$ cat src/rtl/rr_arb_pkg.sv
// rr_arb_pkg: shared types and helpers for the time-sliced arbiter.
// State enum, default sizing, one-hot to index conversion.
package rr_arb_pkg;

  typedef enum logic {
    IDLE,
    BUSY
  } state_t;

  localparam int N_DEF     = 4;
  localparam int CNT_W_DEF = 3;

  // Index of the set bit of a one-hot vector (up to 16 wide).
  function automatic logic [3:0] oh_to_idx(
    input logic [15:0] oh
  );
    logic [3:0] r;
    r = '0;
    for (int i = 0; i < 16; i++) begin
      if (oh[i]) r |= 4'(i);
    end
    return r;
  endfunction

endpackage

$ cat src/rtl/rr_pick.sv
// rr_pick: descending rotate-and-priority-encode winner select.
// Search starts at last_id-1 and wraps; last_id is the final candidate.
module rr_pick #(
  parameter  int N    = 4,
  localparam int ID_W = $clog2(N)
) (
  input  logic [N-1:0]    req,
  input  logic [ID_W-1:0] last_id,
  output logic            win_vld,
  output logic [ID_W-1:0] win_id
);

  logic [ID_W-1:0] idx;

  // Walk the order backwards so the nearest candidate wins last.
  always_comb begin
    win_vld = 1'b0;
    win_id  = '0;
    idx     = '0;
    for (int i = N; i >= 1; i--) begin
      idx = ID_W'((int'(last_id) + N - i) % N);
      if (req[idx]) begin
        win_vld = 1'b1;
        win_id  = idx;
      end
    end
  end

endmodule

$ cat src/rtl/rr_arb_timeslice_n.sv
// rr_arb_timeslice_n: N-way round-robin arbiter, programmable slice.
// Zero-bubble handover, registered grant, id and slice-expiry flag.
module rr_arb_timeslice_n
  import rr_arb_pkg::*;
#(
  parameter  int N     = N_DEF,
  parameter  int CNT_W = CNT_W_DEF,
  localparam int ID_W  = $clog2(N)
) (
  input  logic             clk,
  input  logic             rst,
  input  logic [N-1:0]     req,
  input  logic [CNT_W-1:0] slice_len,
  output logic [N-1:0]     gnt,
  output logic [ID_W-1:0]  gnt_id,
  output logic             gnt_vld,
  output logic             slice_exp
);

  state_t           state;
  logic [CNT_W-1:0] cnt;
  logic [CNT_W-1:0] slice_q;
  logic [CNT_W-1:0] new_len;
  logic [ID_W-1:0]  last_id;
  logic [ID_W-1:0]  owner;
  logic [ID_W-1:0]  win_id;
  logic [N-1:0]     win_oh;
  logic             win_vld;
  logic             own_req;
  logic             expd;
  logic             rel;

  rr_pick #(
    .N(N)
  ) u_pick (
    .req    (req),
    .last_id(last_id),
    .win_vld(win_vld),
    .win_id (win_id)
  );

  assign owner   = ID_W'(oh_to_idx(16'(gnt)));
  assign own_req = req[owner];
  assign expd    = (cnt == slice_q);
  assign rel     = !own_req || expd;
  assign new_len = (slice_len == '0) ? CNT_W'(1) : slice_len;
  assign win_oh  = {{(N-1){1'b0}}, 1'b1} << win_id;
  assign gnt_vld = |gnt;

  // Grant FSM: start, hold, rotate or drop to idle.
  always_ff @(posedge clk or posedge rst) begin
    if (rst) begin
      state     <= IDLE;
      gnt       <= '0;
      gnt_id    <= '0;
      last_id   <= '0;
      cnt       <= '0;
      slice_q   <= '0;
      slice_exp <= 1'b0;
    end else begin
      slice_exp <= 1'b0;
      unique case (state)
        IDLE: begin
          if (win_vld) begin
            state   <= BUSY;
            gnt     <= win_oh;
            gnt_id  <= win_id;
            last_id <= win_id;
            cnt     <= CNT_W'(1);
            slice_q <= new_len;
          end
        end
        BUSY: begin
          slice_exp <= own_req && expd;
          if (rel) begin
            if (win_vld) begin
              gnt     <= win_oh;
              gnt_id  <= win_id;
              last_id <= win_id;
              cnt     <= CNT_W'(1);
              slice_q <= new_len;
            end else begin
              state <= IDLE;
              gnt   <= '0;
              cnt   <= '0;
            end
          end else begin
            cnt <= cnt + CNT_W'(1);
          end
        end
        default: state <= IDLE;
      endcase
    end
  end

endmodule

$ cat config.mk
export PLATFORM = sky130hd
export DESIGN_NAME = rr_arb_timeslice_n
export DESIGN_NICKNAME = d
export VERILOG_FILES = /design/src/rtl/rr_arb_pkg.sv /design/src/rtl/rr_pick.sv /design/src/rtl/rr_arb_timeslice_n.sv
export SDC_FILE = /design/constraint.sdc
export NUM_CORES = 1
export LEC_CHECK = 0
export BUFFER_PORTS_ARGS = -buffer_cell sky130_fd_sc_hd__clkbuf_2
export CORE_MARGIN = 2
export CORE_UTILIZATION = 45
export CTS_BUF_LIST = sky130_fd_sc_hd__clkbuf_16
export DETAILED_ROUTE_END_ITERATION = 12
export PLACE_DENSITY = 0.7
export REMOVE_ABC_BUFFERS = 1
export SLEW_MARGIN = 20
export SYNTH_ARGS = -nofsm -noshare
export SYNTH_HDL_FRONTEND = slang
export SYNTH_HIERARCHICAL = 1
export SYNTH_SLANG_ARGS = --single-unit
$ cat constraint.sdc
create_clock -name clk -period 2.35 [get_ports clk]
set_input_delay 0.235 -clock clk [delete_from_list [all_inputs] [get_ports clk]]
set_output_delay 0.235 -clock clk [all_outputs]
set_load 0.05 [all_outputs]
# After elaboration in Yosys (flattened, before gate mapping)
# Index checks and enable logic that the tools add are counted.
[word_totals]
reg_bits = 16
latch_bits = 0
ram_bits = 0
mem_bits_ro = 0
elab_cells = 72
memories = 0
[op_classes]
add_sub_neg = 6
multipliers = 0
div = 0
magnitude_cmp = 5
eq_ne = 3
shift = 1
muxes = 43
bitwise_logic = 1
n_reduce_logical = 6
[op_table]
columns = ["cell", "n"]
rows = [
  ["2-bit 2-to-1 mux", 10],
  ["2-bit by 3-bit < comparator with 1-bit output, second input constant", 5],
  ["3-bit 2-to-1 mux", 5],
  ["1-bit 2-to-1 mux", 14],
  ["4-bit 2-to-1 mux", 3],
  ["3-bit one-hot mux with 2 select lines", 2],
  ["1-bit binary-select mux with 2-bit select", 5],
  ["2-bit one-hot mux with 2 select lines", 2],
  ["4-bit one-hot mux with 2 select lines", 1],
  ["2-bit by 1-bit inequality test with 1-bit output, second input constant", 2],
  ["4-bit OR reduction", 1],
  ["1-bit by 2-bit left shift with 4-bit output, first input constant", 1],
  ["2-bit by 1-bit subtractor with 2-bit output, second input constant", 2],
  ["2-bit subtractor, second input constant", 2],
  ["3-bit by 1-bit adder with 3-bit output, second input constant", 1],
  ["3-bit == test", 1],
  ["3-bit logical NOT", 1],
  ["2-bit by 1-bit adder with 2-bit output, second input constant", 1],
  ["1-bit one-hot mux with 2 select lines", 1],
  ["2-bit AND reduction", 1],
  ["1-bit logical AND", 1],
  ["1-bit logical NOT", 1],
  ["1-bit logical OR", 1],
  ["1-bit inverter", 1],
]

# Depth between registers and ports, before layout
# Gate-level depths: netlist of the first run.
[logic_depth]
depth_word = 12
mapped_depth = 5
mapped_depth_nobuf = 5

# Cells and area by module
# Netlist of the first run, hierarchy kept.
[by_module_without_submodules]
columns = ["mod", "n_inst", "cells_per_inst", "area_each_um2", "seq_area_each_um2"]
rows = [
  ["rr_arb_timeslice_n", 1, 55, 716.9, 350.3],
  ["rr_pick", 1, 10, 75.1, 0.0],
]

# Worst setup path before layout of the first run
# No wires, ideal clock.
[synth_timing]
path_kind = "register to register"
startpoint = "register gnt[1]"
endpoint = "register last_id[1]"
setup_time_ns = 0.125
arrival_time_ns = 1.822
required_time_ns = 2.225
path_slack_ns = 0.403
stages_incl_launch_ff = 5
path_buffers = 0
period_less_slack_ns = 1.947
cell_sequence = "dfrtp_1 -> mux2_4 -> o311ai_4 -> o31ai_4 -> mux2_2"
[synth_via]
elab_chain_cells = 8
[synth_lines]
columns = ["element", "line", "text"]
rows = [
  ["start: declaration", "rr_arb_timeslice_n.sv:14", "output logic [N-1:0] gnt,"],
  ["start signal: assignment", "rr_arb_timeslice_n.sv:66", "gnt <= win_oh;"],
  ["start signal: assignment", "rr_arb_timeslice_n.sv:77", "gnt <= win_oh;"],
  ["1-bit 2-to-1 mux", "rr_arb_pkg.sv:20", "if (oh[i]) r |= 4'(i);"],
  ["2-bit 2-to-1 mux (2 in series)", "rr_arb_pkg.sv:20", ""],
  ["1-bit binary-select mux with 2-bit select", "rr_arb_timeslice_n.sv:43", "assign own_req = req[owner];"],
  ["1-bit 2-to-1 mux (implied by the code)", "rr_arb_timeslice_n.sv:43", ""],
  ["1-bit logical NOT", "rr_arb_timeslice_n.sv:45", "assign rel = !own_req || expd;"],
  ["1-bit logical OR", "rr_arb_timeslice_n.sv:45", ""],
  ["2-bit by 1-bit inequality test with 1-bit output (no source line)", "n/a", ""],
  ["end signal: assignment", "rr_arb_timeslice_n.sv:68", "last_id <= win_id;"],
  ["end signal: assignment", "rr_arb_timeslice_n.sv:79", "last_id <= win_id;"],
  ["end: declaration", "rr_arb_timeslice_n.sv:24", "logic [ID_W-1:0] last_id;"],
]
# Every way passes these cells. The select of a mux whose other input is x is not followed.
# A chain may end at the register's enable or synchronous reset.

# Worst setup path in the final report of the first run
[layout_timing]
startpoint = "register gnt[1]"
endpoint = "output port gnt_vld"
[layout_via]
elab_chain_cells = 1
[layout_lines]
columns = ["element", "line", "text"]
rows = [
  ["4-bit OR reduction", "rr_arb_timeslice_n.sv:48", "assign gnt_vld = |gnt;"],
  ["end: declaration", "rr_arb_timeslice_n.sv:16", "output logic gnt_vld,"],
]
# Every way passes these cells.

==> flow_metrics.env, run 1 <==
export IMPL_outcome="finished clean"
export IMPL_clock_skew_ns=0.00135
export IMPL_drt_total_wl_um=1470
export IMPL_worst_hold_slack_ns=0.0104
export IMPL_root_buffer="clkbuf_16"
export IMPL_final_setup_viol_count=0
export IMPL_core_rowCount=15
export IMPL_multi_input_area_um2=438
export IMPL_syn_avg_cell_area_um2=12.2
export IMPL_holdCritPathClass="input port to asynchronous set/reset pin"
export IMPL_post_drt_wl_per_cell_um=14.6
export IMPL_synthAdderAreaFrac_pct=1.58
export IMPL_drtIter0Drc=5
export IMPL_cts_buffer_depth=2
export IMPL_period_minus_slack_ns=1.84
export IMPL_grt_use_total_pct=17.2
export IMPL_holdBufCountCts=0
export IMPL_crit_fanout=6
export IMPL_dieArea_um2=2110
export IMPL_required_ns=2.12
export IMPL_yosysWarningCount=6
export IMPL_layout_commonest_cell="clkbuf_2"
export IMPL_clock_sinks=14
export IMPL_relSlewSlack_pct=63.6
export IMPL_start_util_pct=46.9
export IMPL_synth_simple_area_share_pct=17.2
export IMPL_arrival_ns=1.61
export IMPL_crit_type="flip-flop to output port"
export IMPL_drive_gt1_share_pct=39.3
export IMPL_leakage_nw=0.429
export IMPL_portBuffers=16
export IMPL_fmax_ghz=0.543
export IMPL_synth_compound_area_share_pct=22.3
export IMPL_area_growth_pct=22.3
export IMPL_synth_edf_count=0
export IMPL_diodes=0
export IMPL_cts_tree="built"
export IMPL_drv_slew=0
export IMPL_post_route_period_util_pct=78.4
export IMPL_peakVddDrop_mv=0.905
export IMPL_drtAntennaViolNets=0
export IMPL_synthDistinctLibCells=33
export IMPL_synthMuxAreaShare_pct=10.9
export IMPL_fp_dieW_um=46.0
export IMPL_core_area_um2=1690
export IMPL_nFillCells=155
export IMPL_first_pass_iters=4
export IMPL_ys_flop_type="dfrtp_1"
export IMPL_post_synth_top_area_fraction_pct=44.2
export IMPL_post_cts_resized=0
export IMPL_cts_buffers=3
export IMPL_synthesis_area_um2=792
export IMPL_clock_latency_ns=0.24
export IMPL_cts_max_level=1
export IMPL_tightest_slew_ns=0.541
export IMPL_synth_area_leader_cell="dfrtp_1"
export IMPL_antenna_found_initial=0
export IMPL_post_cts_repair_setup_buffers=0
export IMPL_vias=588
export IMPL_finalPower_w=0.00165
export IMPL_rsz0062_at_grt="false"
export IMPL_dieHeight_um=46.0
export IMPL_num_nets_final=96
export IMPL_worstSetupEndpointType="output port"
export IMPL_synth_xor_area_share_pct=3.32
export IMPL_place_congestion=0.796
export IMPL_seq_area_frac_synth_pct=44.2
export IMPL_startpoint_type="flip-flop"
export IMPL_overflow=0
export IMPL_seqCellArea_um2=350
export IMPL_first_global_vias=550
export IMPL_post_drt_via_cell_ratio=5.82
export IMPL_grt_max_degree=15
export IMPL_clk_transition_reported_paths_ns=0.04
export IMPL_setup_tns_ns=0
export IMPL_mostFrequentLayoutCells="clkbuf_2 (16), dfrtp_1 (14), mux2_2 (5), nand2_1 (4), nor2_1 (4)"
export IMPL_synth_top_family_by_area="compound AO/OA/AOI/OAI gates"
export IMPL_drc=0
export IMPL_synth_top_cells_by_area="dfrtp_1 (44%), mux2_2 (7.1%), mux2_4 (3.8%), o311ai_4 (3.3%), o2bb2ai_1 (3.3%)"
export IMPL_grt_pass1_wl_um=2530
export IMPL_ys_seq_elements=14
export IMPL_cap_violations=0
export IMPL_pin_count=17
export IMPL_p_per_area_nw_per_um2=1700
export IMPL_synthArstFlopShare_pct=100
export IMPL_final_util_pct=57.3
export IMPL_hold_viol_final=0
export IMPL_netlist_instances=65
[cell type report]
class / count / area share, %
inverter: 1 / 0.388
multi-input combinational: 50 / 45.2
sequential: 14 / 36.2
tap: 17 / 2.20
clock buffer: 3 / 7.75
timing repair buffer: 16 / 8.27
[cells in the mapped netlist, drive strengths merged, types with 2 or more instances]
library cell  count
nand2b            3
a21oi             2
a22o              2
o31ai             2
nand2             4
xor2              3
o2bb2ai           3
dfrtp            14
nor2              4
nor3              2
mux2              7
or4               2
[path summary, 6_finish.rpt]
path / end / depth (start not counted) / slack [ns] / from
setup / recovery: gnt_vld / 2 / 0.51 / gnt[1]
hold / removal: slice_q[2] / 2 / 0.01 / rst
setup reg to reg: last_id[1] / 4 / 0.51 / gnt[3]
hold reg to reg: gnt[0] / 1 / 0.52 / gnt[0]
max in group asynchronous: gnt[0] / 2 / 1.99 / rst
min in group clk: slice_q[2] / 2 / 0.25 / slice_len[2]
[power breakdown]
group / switching (W) / total, W / internal, W
combinational: 0.000522 / 0.000869 / 0.000347
clock: 0.0000877 / 0.000309 / 0.000222
sequential: 0.000119 / 0.000467 / 0.000348
total: 0.000728 / 0.00165 / 0.000917
[metal layers]
| metal | global-route usage (%) | part of all wire, % | wire length [µm] | up-vias |
|---|---|---|---|---|
| met5 | 0 | 0 | 0 | - |
| met2 | 28.1 | 50 | 739 | 10 |
| met4 | 5.14 | 0.61 | 9 | 0 |
| met3 | 5.95 | 3.7 | 54 | 2 |
| li1 | - | - | - | 288 |
| met1 | 21.2 | 45 | 666 | 288 |
[state kept, by name, summed over array words and instances (netlist names)]
register / count
last_id: 2
cnt: 3
slice_q: 3
state: 1
slice_exp: 1
gnt: 4
[worst max-delay path, stage by stage, from the launching register on]
cell and delay [ns]:
dfrtp_1 0.44, or4_2 0.67, clkbuf_2 0.26
[cell families after synthesis]
logic type | after synthesis
and+or+nand+nor | 22
AOI/OAI and AO/OA | 17
DFF | 14
muxes | 7
xor gates and xnor gates | 3
buffers and inverters | 1
adders and majority gates | 1
[through the flow]
| step | cell area, µm² | setup slack [ns] | instances |
|---|---|---|---|
| finish | 968 | 0.508 | 101 |
| global route | 968 | 0.415 | 101 |
| CTS | 968 | 0.501 | 101 |
| detailed placement | 893 | 0.519 | 98 |
| global placement | 893 | 0.548 | 98 |
| floorplan | 792 | 0.403 | 65 |
Power figures use the tool's default switching activity.
==> run 2: changes to the inputs <==
==> constraint.sdc (replaced) <==
create_clock -name clk -period 1.8 [get_ports clk]
set_input_delay 0.18 -clock clk [delete_from_list [all_inputs] [get_ports clk]]
set_output_delay 0.18 -clock clk [all_outputs]
set_load 0.05 [all_outputs]
==> run 2 against run 1 <==
Via count is 8.5% higher. Wire length grew 10%. Sequential power increased by 25%. Die area unchanged. Final area rose by 13%. Worst hold slack better by 0.19 ns. Sequential share of layout area shrank 4.3 points. Critical path type is now flip-flop to flip-flop. Critical endpoint is now gnt[0]. Largest power group unchanged.
==> flow_metrics.env, run 2 (synthesized netlist as in run 1, its figures left out) <==
export IMPL_r2r_start="gnt[1]"
export IMPL_drtAntennaViolNets=0
export IMPL_drtIter0Drc=14
export IMPL_peakVddDrop_mv=1.08
export IMPL_relSlewSlack_pct=58.9
export IMPL_grt_pass1_wl_um=2700
export IMPL_largest_reg_flops=4
export IMPL_holdCritPathClass="input port to flip-flop"
export IMPL_place_congestion=0.723
export IMPL_hold_viol_final=0
export IMPL_min_to="slice_q[1]"
export IMPL_area_growth_pct=38.7
export IMPL_core_area_um2=1690
export IMPL_overflow=0
export IMPL_required_ns=1.92
export IMPL_worstHoldStart="slice_len[1]"
export IMPL_p_per_area_nw_per_um2=2130
export IMPL_diodes=0
export IMPL_worstReg2RegEnd="gnt[0]"
export IMPL_worstSetupEndpointType="flip-flop"
export IMPL_mostFrequentLayoutCells="clkbuf_2 (15), dfrtp_1 (14), buf_4 (13), mux2_2 (5)"
export IMPL_outcome="finished clean"
export IMPL_arrival_ns=1.90
export IMPL_drive_gt1_share_pct=48.0
export IMPL_clock_sinks=14
export IMPL_tightest_slew_ns=0.612
export IMPL_portBuffers=16
export IMPL_first_global_vias=643
export IMPL_dp_slack_ns=0.0350
export IMPL_post_drt_via_cell_ratio=5.55
export IMPL_cap_violations=0
export IMPL_period_minus_slack_ns=1.78
export IMPL_fmax_ghz=0.561
export IMPL_drc=0
export IMPL_grt_use_total_pct=18.2
export IMPL_core_rowCount=15
export IMPL_worst_slack_ns=0.0188
export IMPL_cts_max_level=1
export IMPL_first_pass_iters=3
export IMPL_post_route_period_util_pct=99.0
export IMPL_pin_count=17
export IMPL_clock_latency_ns=0.24
export IMPL_dieHeight_um=46.0
export IMPL_post_drt_wl_per_cell_um=14.1
export IMPL_num_nets_final=110
export IMPL_drv_slew=0
export IMPL_rsz0062_at_grt="true"
export IMPL_dieArea_um2=2110
export IMPL_root_buffer="clkbuf_16"
export IMPL_leakage_nw=0.503
export IMPL_crit_slowest_cell="dfrtp_1"
export IMPL_hold_depth=2
export IMPL_critPathMaxStageDelay_ns=0.37
export IMPL_reg2reg_depth=5
export IMPL_reg_largest_list="gnt (4), cnt (3), slice_q (3)"
export IMPL_crit_type="flip-flop to flip-flop"
export IMPL_start_util_pct=46.9
export IMPL_grt_max_degree=15
export IMPL_cts_buffer_depth=2
export IMPL_layout_commonest_cell="clkbuf_2"
export IMPL_cts_buffers=3
export IMPL_vias=638
export IMPL_largest_register="gnt"
export IMPL_crit_fanout=6
export IMPL_r2r_slack_ns=0.02
export IMPL_startpoint_type="flip-flop"
export IMPL_path_cells="buf_4 -> mux2_4 -> o311ai_4 -> o31ai_1 -> a32o_1"
export IMPL_final_setup_viol_count=0
export IMPL_fp_dieW_um=46.0
export IMPL_antenna_found_initial=0
export IMPL_cts_tree="built"
export IMPL_drt_total_wl_um=1620
export IMPL_final_util_pct=65.0
export IMPL_dp_hpwl_um=1260
export IMPL_clk_transition_reported_paths_ns=0.04
export IMPL_clock_skew_ns=0.00500
run 2: cell types whose count changed in the layout (fill, tap and decap cells not counted), sizes merged:
cell	delta
buf	+13
dlygate4sd3	+1
run 2: where the power goes:
group | switching [W] | total [W] | internal [W]
Sequential | 0.000130 | 0.000585 | 0.000455
Clock | 0.000118 | 0.000408 | 0.000290
Combinational | 0.000748 | 0.00135 | 0.000601
run 2: worst max-delay path: cells and delay by family, from the launching register on:
family                 cells  cell delay (ns)
AOI/OAI and AO/OA          3             0.84
DFF                        1             0.37
buffers and inverters      1             0.14
muxes                      1             0.30
run 2: what timing repair did:
action / 4_1_cts / 5_1_grt
hold endpoints to repair: 14 / 0
pin swaps: 1 / 1
buffers inserted: 2 / 3
gates resized for setup: 5 / 0
hold buffers: 1 / 0
setup endpoints to repair: 1 / 6
run 2: worst max-delay path by stage:
stage,start,to,slack [ns],cells past startpoint
2_1_floorplan,gnt[1],last_id[1],-0.15,4
6_report,gnt[1],gnt[0],0.02,5
3_5_place_dp,cnt[2],slice_q[2],0.03,4
4_1_cts,gnt[1],gnt[0],0.02,5
3_3_place_gp,gnt[3],slice_q[0],0.09,4
5_1_grt,gnt[1],gnt[0],-0.03,5
run 2: metal layers:
layer,vias up,GRT usage [%],part of all wire (%),routed length [µm]
met3,2,3.57,2.3,38
met1,308,21.3,41,666
met4,0,8.57,1.1,18
met5,-,0,0,0
li1,319,-,-,-
met2,9,31.4,55,901
run 2: layout make-up:
cell class | count | area, µm²
timing repair buffer | 30 | 196
clock buffer | 3 | 75.1
fill | 138 | 591
tap | 17 | 21.3
inverter | 1 | 3.75
multi-input combinational | 50 | 452
sequential | 14 | 350
run 2: per-stage QoR:
| stage | setup TNS, ns | hold slack, ns | instance area [µm²] | std cells | total power (W) |
|---|---|---|---|---|---|
| floorplan | -0.814 | 0.0692 | 792 | 65 | 0.00153 |
| global placement | 0 | 0.221 | 953 | 106 | 0.00179 |
| detailed placement | 0 | 0.239 | 953 | 106 | 0.00182 |
| CTS | 0 | 0.196 | 1080 | 112 | 0.00230 |
| global route | -0.0323 | 0.215 | 1100 | 115 | 0.00249 |
| finish | 0 | 0.197 | 1100 | 115 | 0.00234 |
==> run 3: changes to the inputs <==
--- a/config.mk
+++ b/config.mk
@@ -10,7 +10,7 @@
 export CORE_UTILIZATION = 45
 export CTS_BUF_LIST = sky130_fd_sc_hd__clkbuf_16
 export DETAILED_ROUTE_END_ITERATION = 12
-export PLACE_DENSITY = 0.7
+export PLACE_DENSITY = 0.72
 export REMOVE_ABC_BUFFERS = 1
 export SLEW_MARGIN = 20
 export SYNTH_ARGS = -nofsm -noshare
==> run 3 against run 2 <==
Setup slack better by 0.051 ns. First-iteration DRC count shrank 36%. Clock skew shrank 0.0038 ns. Global-route usage rose by 0.22 points. Total power fell by 0.93%. Die area unchanged. Critical endpoint is now slice_q[0]. Flip-flop and latch count did not move. Register-to-register slack better by 0.05 ns. Non-clock buffer count down 3. Sequential share of layout area up 0.52 points.
==> flow_metrics.env, run 3 (synthesized netlist as in run 1, its figures left out) <==
export IMPL_outcome="finished clean"
export IMPL_dieHeight_um=46.0
export IMPL_clock_skew_ns=0.00121
export IMPL_drt_total_wl_um=1670
export IMPL_place_congestion=0.736
export IMPL_holdCritPathClass="input port to flip-flop"
export IMPL_arrival_ns=1.85
export IMPL_crit_fanout=7
export IMPL_vias=649
export IMPL_post_route_period_util_pct=96.1
export IMPL_layout_commonest_cell="clkbuf_2"
export IMPL_p_per_area_nw_per_um2=2150
export IMPL_peakVddDrop_mv=1.09
export IMPL_final_setup_viol_count=0
export IMPL_overflow=0
export IMPL_reg2reg_depth=4
export IMPL_post_drt_via_cell_ratio=5.74
export IMPL_crit_type="flip-flop to flip-flop"
export IMPL_fp_dieW_um=46.0
export IMPL_cts_max_level=1
export IMPL_cts_tree="built"
export IMPL_largest_register="gnt"
export IMPL_nFillCells=133
export IMPL_first_global_vias=598
export IMPL_rsz0062_at_grt="true"
export IMPL_startpoint_type="flip-flop"
export IMPL_relSlewSlack_pct=61.0
export IMPL_hold_depth=2
export IMPL_drtIter0Drc=9
export IMPL_finalPower_w=0.00232
export IMPL_diodes=0
export IMPL_tightest_slew_ns=0.580
export IMPL_fmax_ghz=0.578
export IMPL_num_nets_final=108
export IMPL_start_util_pct=46.9
export IMPL_dieArea_um2=2110
export IMPL_pin_count=17
export IMPL_core_rowCount=15
export IMPL_antenna_found_initial=0
export IMPL_dp_hpwl_um=1260
export IMPL_drive_gt1_share_pct=45.8
export IMPL_largest_reg_flops=4
export IMPL_portBuffers=16
export IMPL_clock_sinks=14
export IMPL_clock_latency_ns=0.24
export IMPL_post_drt_wl_per_cell_um=14.8
export IMPL_cts_buffer_depth=2
export IMPL_reg_largest_list="gnt (4), cnt (3), slice_q (3)"
export IMPL_drv_slew=0
export IMPL_area_growth_pct=36.5
export IMPL_r2r_slack_ns=0.07
export IMPL_drtAntennaViolNets=0
export IMPL_root_buffer="clkbuf_16"
export IMPL_final_util_pct=64.0
export IMPL_drc=0
export IMPL_worstSetupEndpointType="flip-flop"
export IMPL_leakage_nw=0.490
export IMPL_clk_transition_reported_paths_ns=0.04
export IMPL_grt_pass1_wl_um=2640
export IMPL_mostFrequentLayoutCells="clkbuf_2 (15), dfrtp_1 (14), buf_4 (9), mux2_2 (5)"
export IMPL_post_cts_repair_setup_buffers=0
export IMPL_worst_slack_ns=0.0702
export IMPL_cts_buffers=3
export IMPL_period_minus_slack_ns=1.73
export IMPL_core_area_um2=1690
export IMPL_grt_max_degree=15
export IMPL_dp_slack_ns=0.0583
export IMPL_grt_use_total_pct=18.4
export IMPL_required_ns=1.92
export IMPL_hold_viol_final=0
export IMPL_first_pass_iters=4
export IMPL_cap_violations=0
export IMPL_worst_hold_slack_ns=0.189
export IMPL_setup_tns_ns=0
-- run 3: changes by cell type in the layout (fill, tap and decap cells not counted), sizes merged --
cell   before  now
buf        13   10
o31ai       2    3
-- run 3: layout make-up --
type,instances,area (µm²),area share [%]
clock buffer,3,75.1,6.94
inverter,1,3.75,0.347
multi-input combinational,51,453,41.9
sequential,14,350,32.4
tap,17,21.3,1.97
timing repair buffer,27,178,16.4
-- run 3: final timing paths --
check                             endpoint         start
worst max-delay path            slice_q[0]        gnt[2]
worst min-delay path            slice_q[1]  slice_len[1]
worst max register to register  slice_q[0]        gnt[2]
worst min register to register      gnt[0]        gnt[0]
max in group asynchronous           cnt[2]           rst
min in group asynchronous           gnt[2]           rst
-- run 3: through the flow --
stage	std cells	cell area [µm²]
2_1_floorplan	65	792
3_3_place_gp	108	968
3_5_place_dp	108	968
4_1_cts	112	1070
5_1_grt	113	1080
6_report	113	1080
-- run 3: power breakdown --
| group | total, W | switching, W | internal (W) |
|---|---|---|---|
| Sequential | 0.000584 | 0.000129 | 0.000455 |
| Clock | 0.000408 | 0.000118 | 0.000290 |
| Combinational | 0.00133 | 0.000756 | 0.000572 |
| Total | 0.00232 | 0.00100 | 0.00132 |
-- run 3: critical path: stages (launching register included) --
cell     delay (ns)
dfrtp_1        0.49
or4b_1         0.48
o21ai_2        0.17
o31ai_4        0.16
mux2_2         0.30
-- run 3: what timing repair did --
item                                    in CTS  in global routing
hold buffers                                 1                  0
endpoints found under the hold margin       14                  0
pin swaps                                    0                  1
endpoints found under the setup margin       1                  5
gates cloned                                 0                  1
resized for setup                            4                  0
-- run 3: routing by layer --
metal	GRT usage, %	wire length [µm]	share of wire (%)
met1	21.3	708	42
met2	29.7	885	53
met3	7.14	53	3.2
met4	8.57	23	1.4
met5	0	0	0
